`config.mk`:
```
export PLATFORM = sky130hd
export DESIGN_NAME = tp_ram_burst_reader
export DESIGN_NICKNAME = d
export VERILOG_FILES = /design/src/rtl/tp_ram_burst_reader.sv
export SDC_FILE = /design/constraint.sdc
export NUM_CORES = 1
export LEC_CHECK = 0
export CORE_MARGIN = 1
export CORE_UTILIZATION = 49
export DETAILED_ROUTE_END_ITERATION = 16
export HOLD_SLACK_MARGIN = 0.08
export PLACE_DENSITY = 0.86
export SLEW_MARGIN = 25
export SYNTH_ARGS = -nofsm -noshare
export SYNTH_HDL_FRONTEND = slang
export SYNTH_SLANG_ARGS = --single-unit
```
`constraint.sdc`:
```
create_clock -name Clk_CI -period 2.7 [get_ports Clk_CI]
set_input_delay 0.27 -clock Clk_CI [delete_from_list [all_inputs] [get_ports Clk_CI]]
set_output_delay 0.27 -clock Clk_CI [all_outputs]
set_load 0.005 [all_outputs]
```
`src/rtl/tp_ram_burst_reader.sv`:
```
// Burst read client for a synchronous two-port RAM.
// It takes a (base, length) command and drives the RAM read port. A tag pipe tracks
// the fixed read latency of the RAM. Returned words pass through a small skid FIFO and
// leave as a valid/ready stream that marks the final word of the burst with OutLast.
// A read is issued only when the FIFO is certain to have room for its data. Under this
// credit limit the FIFO cannot overflow, however long the sink applies backpressure.
module tp_ram_burst_reader #(
  parameter int ADDR_WIDTH  = 10,
  parameter int DATA_DEPTH  = 1024,
  parameter int DATA_WIDTH  = 32,
  parameter int RAM_LATENCY = 1,
  parameter int BUF_DEPTH   = 4,
  parameter int LEN_WIDTH   = 11
) (
  input  logic                  Clk_CI,
  input  logic                  Rst_RBI,
  input  logic                  Start_SI,
  input  logic                  Abort_SI,
  input  logic [ADDR_WIDTH-1:0] BaseAddr_DI,
  input  logic [LEN_WIDTH-1:0]  Len_DI,
  output logic                  Busy_SO,
  output logic                  Done_SO,
  output logic                  RdEn_SO,
  output logic [ADDR_WIDTH-1:0] RdAddr_DO,
  input  logic [DATA_WIDTH-1:0] RdData_DI,
  output logic                  OutValid_SO,
  input  logic                  OutReady_SI,
  output logic [DATA_WIDTH-1:0] OutData_DO,
  output logic                  OutLast_SO
);

  localparam int PTR_W = (BUF_DEPTH > 1) ? $clog2(BUF_DEPTH) : 1;
  localparam int CNT_W = $clog2(BUF_DEPTH + 1);

  localparam logic [1:0] ST_IDLE  = 2'd0;
  localparam logic [1:0] ST_ISSUE = 2'd1;
  localparam logic [1:0] ST_DRAIN = 2'd2;
  localparam logic [1:0] ST_FLUSH = 2'd3;

  // Parameter combinations that cannot work are rejected at elaboration.
  if (BUF_DEPTH < RAM_LATENCY + 1) begin : g_bad_buf_depth
    $error("BUF_DEPTH must be at least RAM_LATENCY+1");
  end
  if (RAM_LATENCY < 1) begin : g_bad_latency
    $error("RAM_LATENCY must be at least 1");
  end
  if (DATA_DEPTH > (1 << ADDR_WIDTH)) begin : g_bad_depth
    $error("DATA_DEPTH must not exceed 2**ADDR_WIDTH");
  end

  logic [1:0]             state_q;
  logic [ADDR_WIDTH-1:0]  addr_q;
  logic [LEN_WIDTH-1:0]   left_q;
  logic                   done_q;
  logic [RAM_LATENCY-1:0] tag_vld_q;
  logic [RAM_LATENCY-1:0] tag_last_q;
  logic [DATA_WIDTH:0]    buf_mem [BUF_DEPTH];
  logic [PTR_W-1:0]       wr_ptr_q;
  logic [PTR_W-1:0]       rd_ptr_q;
  logic [CNT_W-1:0]       cnt_q;

  logic                   active;
  logic                   abort_hit;
  logic                   out_valid;
  logic                   pop;
  logic                   push;
  logic                   credit_ok;
  logic                   rd_en;
  logic                   last_issue;
  logic [31:0]            inflight;
  logic [ADDR_WIDTH-1:0]  addr_nxt;
  logic [DATA_WIDTH:0]    head;

  function automatic logic [PTR_W-1:0] ptr_inc(input logic [PTR_W-1:0] p);
    return (p == PTR_W'(BUF_DEPTH - 1)) ? '0 : p + 1'b1;
  endfunction

  assign active     = (state_q == ST_ISSUE) || (state_q == ST_DRAIN);
  assign abort_hit  = active && Abort_SI;
  assign inflight   = $countones(tag_vld_q);
  assign out_valid  = (cnt_q != '0);
  assign pop        = out_valid && OutReady_SI;
  // Data whose tag leaves the pipe during an abort or a flush is dropped.
  assign push       = tag_vld_q[RAM_LATENCY-1] && active && !Abort_SI;
  // A word popped this cycle already frees its slot for the read issued now.
  assign credit_ok  = (inflight + 32'(cnt_q)) < (32'(BUF_DEPTH) + 32'(pop));
  assign rd_en      = (state_q == ST_ISSUE) && !Abort_SI && credit_ok;
  assign last_issue = (left_q == LEN_WIDTH'(1));
  assign addr_nxt   = (addr_q == ADDR_WIDTH'(DATA_DEPTH - 1)) ? '0 : addr_q + 1'b1;
  assign head       = buf_mem[rd_ptr_q];

  assign Busy_SO     = (state_q != ST_IDLE);
  assign Done_SO     = done_q;
  assign RdEn_SO     = rd_en;
  assign RdAddr_DO   = addr_q;
  assign OutValid_SO = out_valid;
  // Gating the outputs with valid keeps them at zero while the FIFO is empty. It also
  // means the FIFO storage never needs a reset value.
  assign OutData_DO  = out_valid ? head[DATA_WIDTH-1:0] : '0;
  assign OutLast_SO  = out_valid && head[DATA_WIDTH];

  // Burst control: the state sequence, the read address and the count of reads still to issue.
  // NOTE: every clocked block uses non-blocking assignments, so all state updates
  // take effect together at the clock edge, whatever order the statements are written in.
  always_ff @(posedge Clk_CI or negedge Rst_RBI) begin
    if (!Rst_RBI) begin
      state_q <= ST_IDLE;
      addr_q  <= '0;
      left_q  <= '0;
      done_q  <= 1'b0;
    end else begin
      done_q <= 1'b0;
      unique case (state_q)
        ST_IDLE: begin
          if (Start_SI) begin
            if (Len_DI != '0) begin
              state_q <= ST_ISSUE;
              addr_q  <= BaseAddr_DI;
              left_q  <= Len_DI;
            end else begin
              done_q <= 1'b1;
            end
          end
        end
        ST_ISSUE: begin
          if (Abort_SI) begin
            state_q <= ST_FLUSH;
          end else if (rd_en) begin
            addr_q <= addr_nxt;
            left_q <= left_q - 1'b1;
            if (last_issue) state_q <= ST_DRAIN;
          end
        end
        ST_DRAIN: begin
          if (Abort_SI) begin
            state_q <= ST_FLUSH;
          end else if (pop && head[DATA_WIDTH]) begin
            state_q <= ST_IDLE;
            done_q  <= 1'b1;
          end
        end
        ST_FLUSH: begin
          if (inflight == 32'd0) state_q <= ST_IDLE;
        end
        default: state_q <= ST_IDLE;
      endcase
    end
  end

  // Tag pipe: holds one valid bit and one last-word flag for each read still in the RAM.
  always_ff @(posedge Clk_CI or negedge Rst_RBI) begin
    if (!Rst_RBI) begin
      tag_vld_q  <= '0;
      tag_last_q <= '0;
    end else begin
      tag_vld_q[0]  <= rd_en;
      tag_last_q[0] <= last_issue;
      for (int i = 1; i < RAM_LATENCY; i++) begin
        tag_vld_q[i]  <= tag_vld_q[i-1];
        tag_last_q[i] <= tag_last_q[i-1];
      end
    end
  end

  // Skid FIFO pointers and occupancy; an abort empties the FIFO at once.
  always_ff @(posedge Clk_CI or negedge Rst_RBI) begin
    if (!Rst_RBI) begin
      wr_ptr_q <= '0;
      rd_ptr_q <= '0;
      cnt_q    <= '0;
    end else if (abort_hit) begin
      wr_ptr_q <= '0;
      rd_ptr_q <= '0;
      cnt_q    <= '0;
    end else begin
      if (push) wr_ptr_q <= ptr_inc(wr_ptr_q);
      if (pop)  rd_ptr_q <= ptr_inc(rd_ptr_q);
      unique case ({push, pop})
        2'b10:   cnt_q <= cnt_q + 1'b1;
        2'b01:   cnt_q <= cnt_q - 1'b1;
        default: ;
      endcase
    end
  end

  // Skid FIFO storage: each entry holds a returned word and its last-word flag.
  // NOTE: the storage has no reset. Reset clears the occupancy count, so stale
  // entries are never visible, and leaving the array unreset lets it map onto plain RAM cells.
  always_ff @(posedge Clk_CI) begin
    if (push) buf_mem[wr_ptr_q] <= {tag_last_q[RAM_LATENCY-1], RdData_DI};
  end

endmodule
```
After elaboration in Yosys (flattened, before gate mapping) --
Memory sizes are Yosys's and may differ from the RTL's. Index checks and enable logic that the tools add are counted.
Cells by class: add/subtract/negate cells 8, order comparisons 1, eq/ne operators 17, mux-type cells 36, reductions and logical operators 21
Operators with widths (number):
- 2-to-1 mux 10 bit | 5
- 2-to-1 mux 11 bit | 4
- logical NOT 32 bit | 1
- 2-to-1 mux 32 bit | 1
- 2-to-1 mux 2 bit | 14
- one-hot mux 11 bit (2 select lines) | 1
- one-hot mux 10 bit (2 select lines) | 1
- equality test 11 x 1 -> 1 bit (second input constant) | 1
- nonzero test 11 bit | 1
- subtractor 11 x 1 -> 11 bit (second input constant) | 1
- adder 10 x 1 -> 10 bit (second input constant) | 1
- equality test 10 bit (second input constant) | 1
- equality test 2 bit (second input constant) | 5
- != test 2 bit (second input constant) | 5
- logical AND 1 bit | 8
- one-hot mux 2 bit (4 select lines) | 1
- nonzero test 2 bit | 4
- 2-to-1 mux 1 bit | 6
- != test 3 bit (second input constant) | 2
- one-hot mux 3 bit (2 select lines) | 1
- AND reduction 6 bit | 1
- nonzero test 3 bit | 2
- AND reduction 5 bit | 1
- adder 1 x 3 -> 4 bit | 1
- other kinds (12) | 14
Storage, ports and cells: register bits after elaboration 33, RAM bits 132, input port bits 58, logic and storage cells 93, memories 1
Memory list:
- buf_mem | words 4, width 33, read ports 1, clocked after memory_dff 0, wr ports 1, line 57 | logic [DATA_WIDTH:0] buf_mem [BUF_DEPTH];

Depth between registers and ports, before layout --
word-level depth 8, mapped depth 12, gate-level depth less buffers 11

Worst setup path before layout --
Ideal clock, no wire load.
path type register to register, start reg state_q[0], end mem buf_mem[0][0] (netlist bit) (enable), setup time 0.393 ns, data arrival time 2.135 ns, data required time 2.307 ns, slack 0.172 ns, cell stages (with the launch flop) 7, buffers on the path 1, period minus slack after synthesis 2.528 ns, path through dfrtp_1 > inv_1 > ha_1 > clkbuf_1 > nand2_1 > nor2_1 > and2_1
On the way: longest elaborated chain between the ends 6, elaborated cells between the ends (all ways) 7
RTL lines:
- start: declaration | line 51 | logic [1:0] state_q;
- start signal: assignment | line 107 | state_q <= ST_IDLE;
- start signal: assignment | line 117 | state_q <= ST_ISSUE;
- start signal: assignment | line 127 | state_q <= ST_FLUSH;
- equality test 2 x 1 -> 1 bit / equality test 2 bit (equally long branches) | line 78 | assign active = (state_q == ST_ISSUE) || (state_q == ST_DRAIN);
- logical OR 1 bit * | line 78
- logical AND 1 bit * (2 in a row) | line 84 | assign push = tag_vld_q[RAM_LATENCY-1] && active && !Abort_SI;
- 2-to-1 mux 1 bit * | line 190 | if (push) buf_mem[wr_ptr_q] <= {tag_last_q[RAM_LATENCY-1], RdData_DI};
- 2-to-1 mux 1 bit (not written as such) * | line 190
- end: declaration | line 57
Every way passes the cells marked *; elsewhere a longest branch is shown, timed or not.

Worst setup path after layout --
start reg tag_vld_q, end reg addr_q[0] (netlist: RdAddr_DO[0])
On the way: longest elaborated chain between the ends 5
RTL lines:
- start: declaration | line 55 | logic [RAM_LATENCY-1:0] tag_vld_q;
- start signal: indexed assignment | line 159 | tag_vld_q[i] <= tag_vld_q[i-1];
- adder 1 x 3 -> 4 bit | line 86 | assign credit_ok = (inflight + 32'(cnt_q)) < (32'(BUF_DEPTH) + 32'(pop));
- less-than comparator 4 bit | line 86
- logical AND 1 bit | line 87 | assign rd_en = (state_q == ST_ISSUE) && !Abort_SI && credit_ok;
- != test 2 bit (no source line)
- AND reduction 5 bit (no source line)
- end signal: assignment | line 118 | addr_q <= BaseAddr_DI;
- end signal: assignment | line 129 | addr_q <= addr_nxt;
- end: declaration | line 52 | logic [ADDR_WIDTH-1:0] addr_q;
No other way between the ends. A chain may end at the register's enable or synchronous reset.

==> impl_metrics.ini <==
[run_status]
status = finished clean

[die]
start_util_pct = 50.2
core_area_sq_um = 14500
die_h_um = 124
die_area_sq_um = 15400
io-pin-count = 105
die_w_um = 124
rows = 44

[routing]
vias_per_cell = 5.96
wirelength_um = 15800
wl_met1_um = 6200
vias = 4727
wl_met2_um = 8150
wl_per_cell_um = 19.9
top_layer_used = met4
drt-initial-drc-count = 420
drc = 0
ant_nets = 0
met3WireLength_um = 1090
drt_first_pass_iters = 7

[clocking]
cts_tree = built
clock_sinks = 165
cts_buffers = 17
h-tree-depth = 4
insertion_delay_ns = 0.43
cts-root-buf = clkbuf_16
clk_pin_slew_ns = 0.07
cts_hold_buf = 0
clockBufferDepth = 2

[sta]
tightest_slew_ns = 0.658
hold_viol_final = 0
drv_slew = 0
fin_crit_sh_pct = 97.2
fin_setup_tns_ns = 0
rsz0062_at_grt = false
max_freq_mhz = 381
finalCriticalPeriod_ns = 2.63
fin_worst_skew_ns = 0.00618
hold_slack_ns = 0.256
setup_slack_ns = 0.0750
setup_viol = 0
max_slew_margin_pct = 55.8

[job]
cap_violations = 0

[worst_setup_path]
crit_buf_inv = 1
start_kind = register
crit_path_end_kind = register
arrival_ns = 2.94
path_max_fanout = 8
worstPathCellList = ha_1 > ha_1 > or3b_4 > a211o_4 > buf_4 > a2bb2oi_4 > nor2_8 > mux2_2
critical_path_class = register to register
reg2reg_slack_ns = 0.07
slowest_stage = or3b_4
critical-path-top-delay-family = simple AND/OR/NAND/NOR gates
required_ns = 3.02
cpMostUsedCell = ha_1
slowest_delay_ns = 0.40

[global_route]
grt.total_usage_pct = 21.5
grt_max_degree = 34
grt.overflow.total = 0
grt_pass1_vias = 4831
grt_pass1_wl_um = 24200
antenna_found_initial = 1

[power_and_ir_drop]
max-vdd-ir-drop_uv = 559
power_density_nw_per_um2 = 1010
p_leak_nw = 3.21

[cells_and_area]
final_nets = 669
drive_above_1_share_pct = 18.7
n_antenna_cell = 0
syn_to_final_growth_pct = 28.0
final_common_cell = edfxtp_1
fill_cells = 1024
layout_common_cells = edfxtp_1 (132), clkdlybuf4s50_1 (103), mux4_2 (33), and2_1 (33), dfrtp_1 (32)

[yosys]
ys_seq_area_share_pct = 65.6
synthSimpleGateAreaFrac_pct = 10.3
synthMuxAreaShare_pct = 11.4
yosysWarnings = 0
syn-num-nets = 543
synth_cells = 470
netlist_area_sq_um = 7300
synth_top_family_by_area = multiplexers
synth-edff-count = 132
yosysUniqueCellTypes = 60
avgSynthCellArea_sq_um = 15.5
async_reset_ff_share_pct = 20.0
synth_xor_area_share_pct = 0.120
synth_seq_cells = 165
synth_flop_cell = edfxtp_1
synth_compound_area_share_pct = 7.84
synth_fa_ha_area_share_pct = 2.67

[placement]
routabilityCongestion = 0.826
pre_cts_slack_ns = 0.0355
numPortBuffers = 104
hpwl_um = 10100

[min_path]
min_path_type = input pin to async pin
==> Yosys cell counts (2+ instances only) <==
cell	n	area (sq um)
o21a_1	2	15.0
o2111ai_1	2	17.5
nor4_1	3	18.8
o32a_1	2	20.0
buf_2	5	25.0
dfrtp_1	33	826
o211a_1	2	20.0
o2bb2ai_1	2	17.5
edfxtp_1	132	3960
o31ai_1	2	15.0
o21ai_0	17	85.1
clkbuf_1	14	52.6
nand4_1	7	43.8
mux2i_1	3	30.0
ha_1	14	175
and2_1	37	231
mux4_2	33	743
a31oi_1	13	81.3
inv_1	13	48.8
o21ai_1	2	10.0
nand3_1	12	60.1
nand2_1	20	75.1
a311oi_1	2	17.5
nor2b_1	3	18.8
and3_1	5	31.3
a21oi_1	16	80.1
mux2_2	5	56.3
nor3b_1	2	15.0
o22ai_1	9	56.3
and4_1	2	17.5
nand2b_1	4	25.0
nor2_1	13	48.8
nor3_1	12	60.1
==> timing repair <==
item                                   CTS  global route
pin swaps                                1             3
endpoints found under the hold margin    0             0
setup buffers                            1             1
gates resized for setup                  6             2
cloned                                   0             1
setup endpoints to repair                1             7
==> worst reg2reg max path: stages (launching register included) <==
cell	delay, ns
dfrtp_1	0.39
ha_1	0.21
ha_1	0.26
or3b_4	0.40
a211o_4	0.35
buf_4	0.16
a2bb2oi_4	0.18
nor2_8	0.21
mux2_2	0.36
==> final timing paths <==
kind / endpoint / startpoint / depth (start not counted)
max: RdAddr_DO[0] / tag_vld_q / 8
min: RdAddr_DO[2] / Rst_RBI / 2
max reg2reg: RdAddr_DO[0] / tag_vld_q / 8
min reg2reg: buf_mem[3][32] / tag_last_q / 0
max in group asynchronous: rd_ptr_q[0] / Rst_RBI / 2
min in group Clk_CI: buf_mem[0][6] / RdData_DI[6] / 1
==> layout make-up <==
class	instances	area [sq um]	area share (%)
sequential	165	4790	51.3
timing repair buffer	129	1320	14.1
inverter	14	52.6	0.563
clock buffer	17	425	4.56
tap	184	230	2.47
clock inverter	15	145	1.55
multi-input combinational	269	2380	25.5
==> sequential cells by signal, summed over array words and instances, names as in the netlist <==
signal,flops
rd_ptr_q,2
tag_last_q,1
cnt_q,3
RdAddr_DO,10
state_q,2
buf_mem,132
tag_vld_q,1
left_q,11
Done_SO,1
wr_ptr_q,2
==> stage by stage <==
| stage | std cells | power [mW] | utilization, % | area, sq um |
|---|---|---|---|---|
| after detailed placement | 758 | 7.03 | 60.0 | 8710 |
| after global routing | 793 | 9.93 | 64.3 | 9340 |
| after global placement | 758 | 6.88 | 60.0 | 8710 |
| final | 793 | 9.41 | 64.3 | 9340 |
| after floorplan | 470 | 5.46 | - | 7300 |
| after CTS | 791 | 9.39 | 64.1 | 9310 |
==> layer usage <==
metal | track usage (%) | up-vias
met5 | 0 | -
met3 | 6.09 | 34
met2 | 37.2 | 210
met4 | 8.33 | 0
li1 | - | 2117
met1 | 25.4 | 2366
==> cell families (layout without fill, tap and decap cells) <==
group                    after synthesis  count (layout)
AO/OA/AOI/OAI                         83              83
multiplexers                          41              41
adder cells (fa/ha/maj)               15              15
buffers and inverters                 36             175
AND/OR/NAND/NOR                      129             129
XOR/XNOR                               1               1
flip-flops                           165             165
==> report_power, final <==
group / leakage (nW) / internal (mW) / switching, mW
Combinational: 1.36 / 2.02 / 1.68
Sequential: 1.57 / 3.04 / 0.343
Clock: 0.273 / 1.29 / 1.04
Total: 3.21 / 6.35 / 3.06
Note: power is estimated with default switching activity, not from simulation.
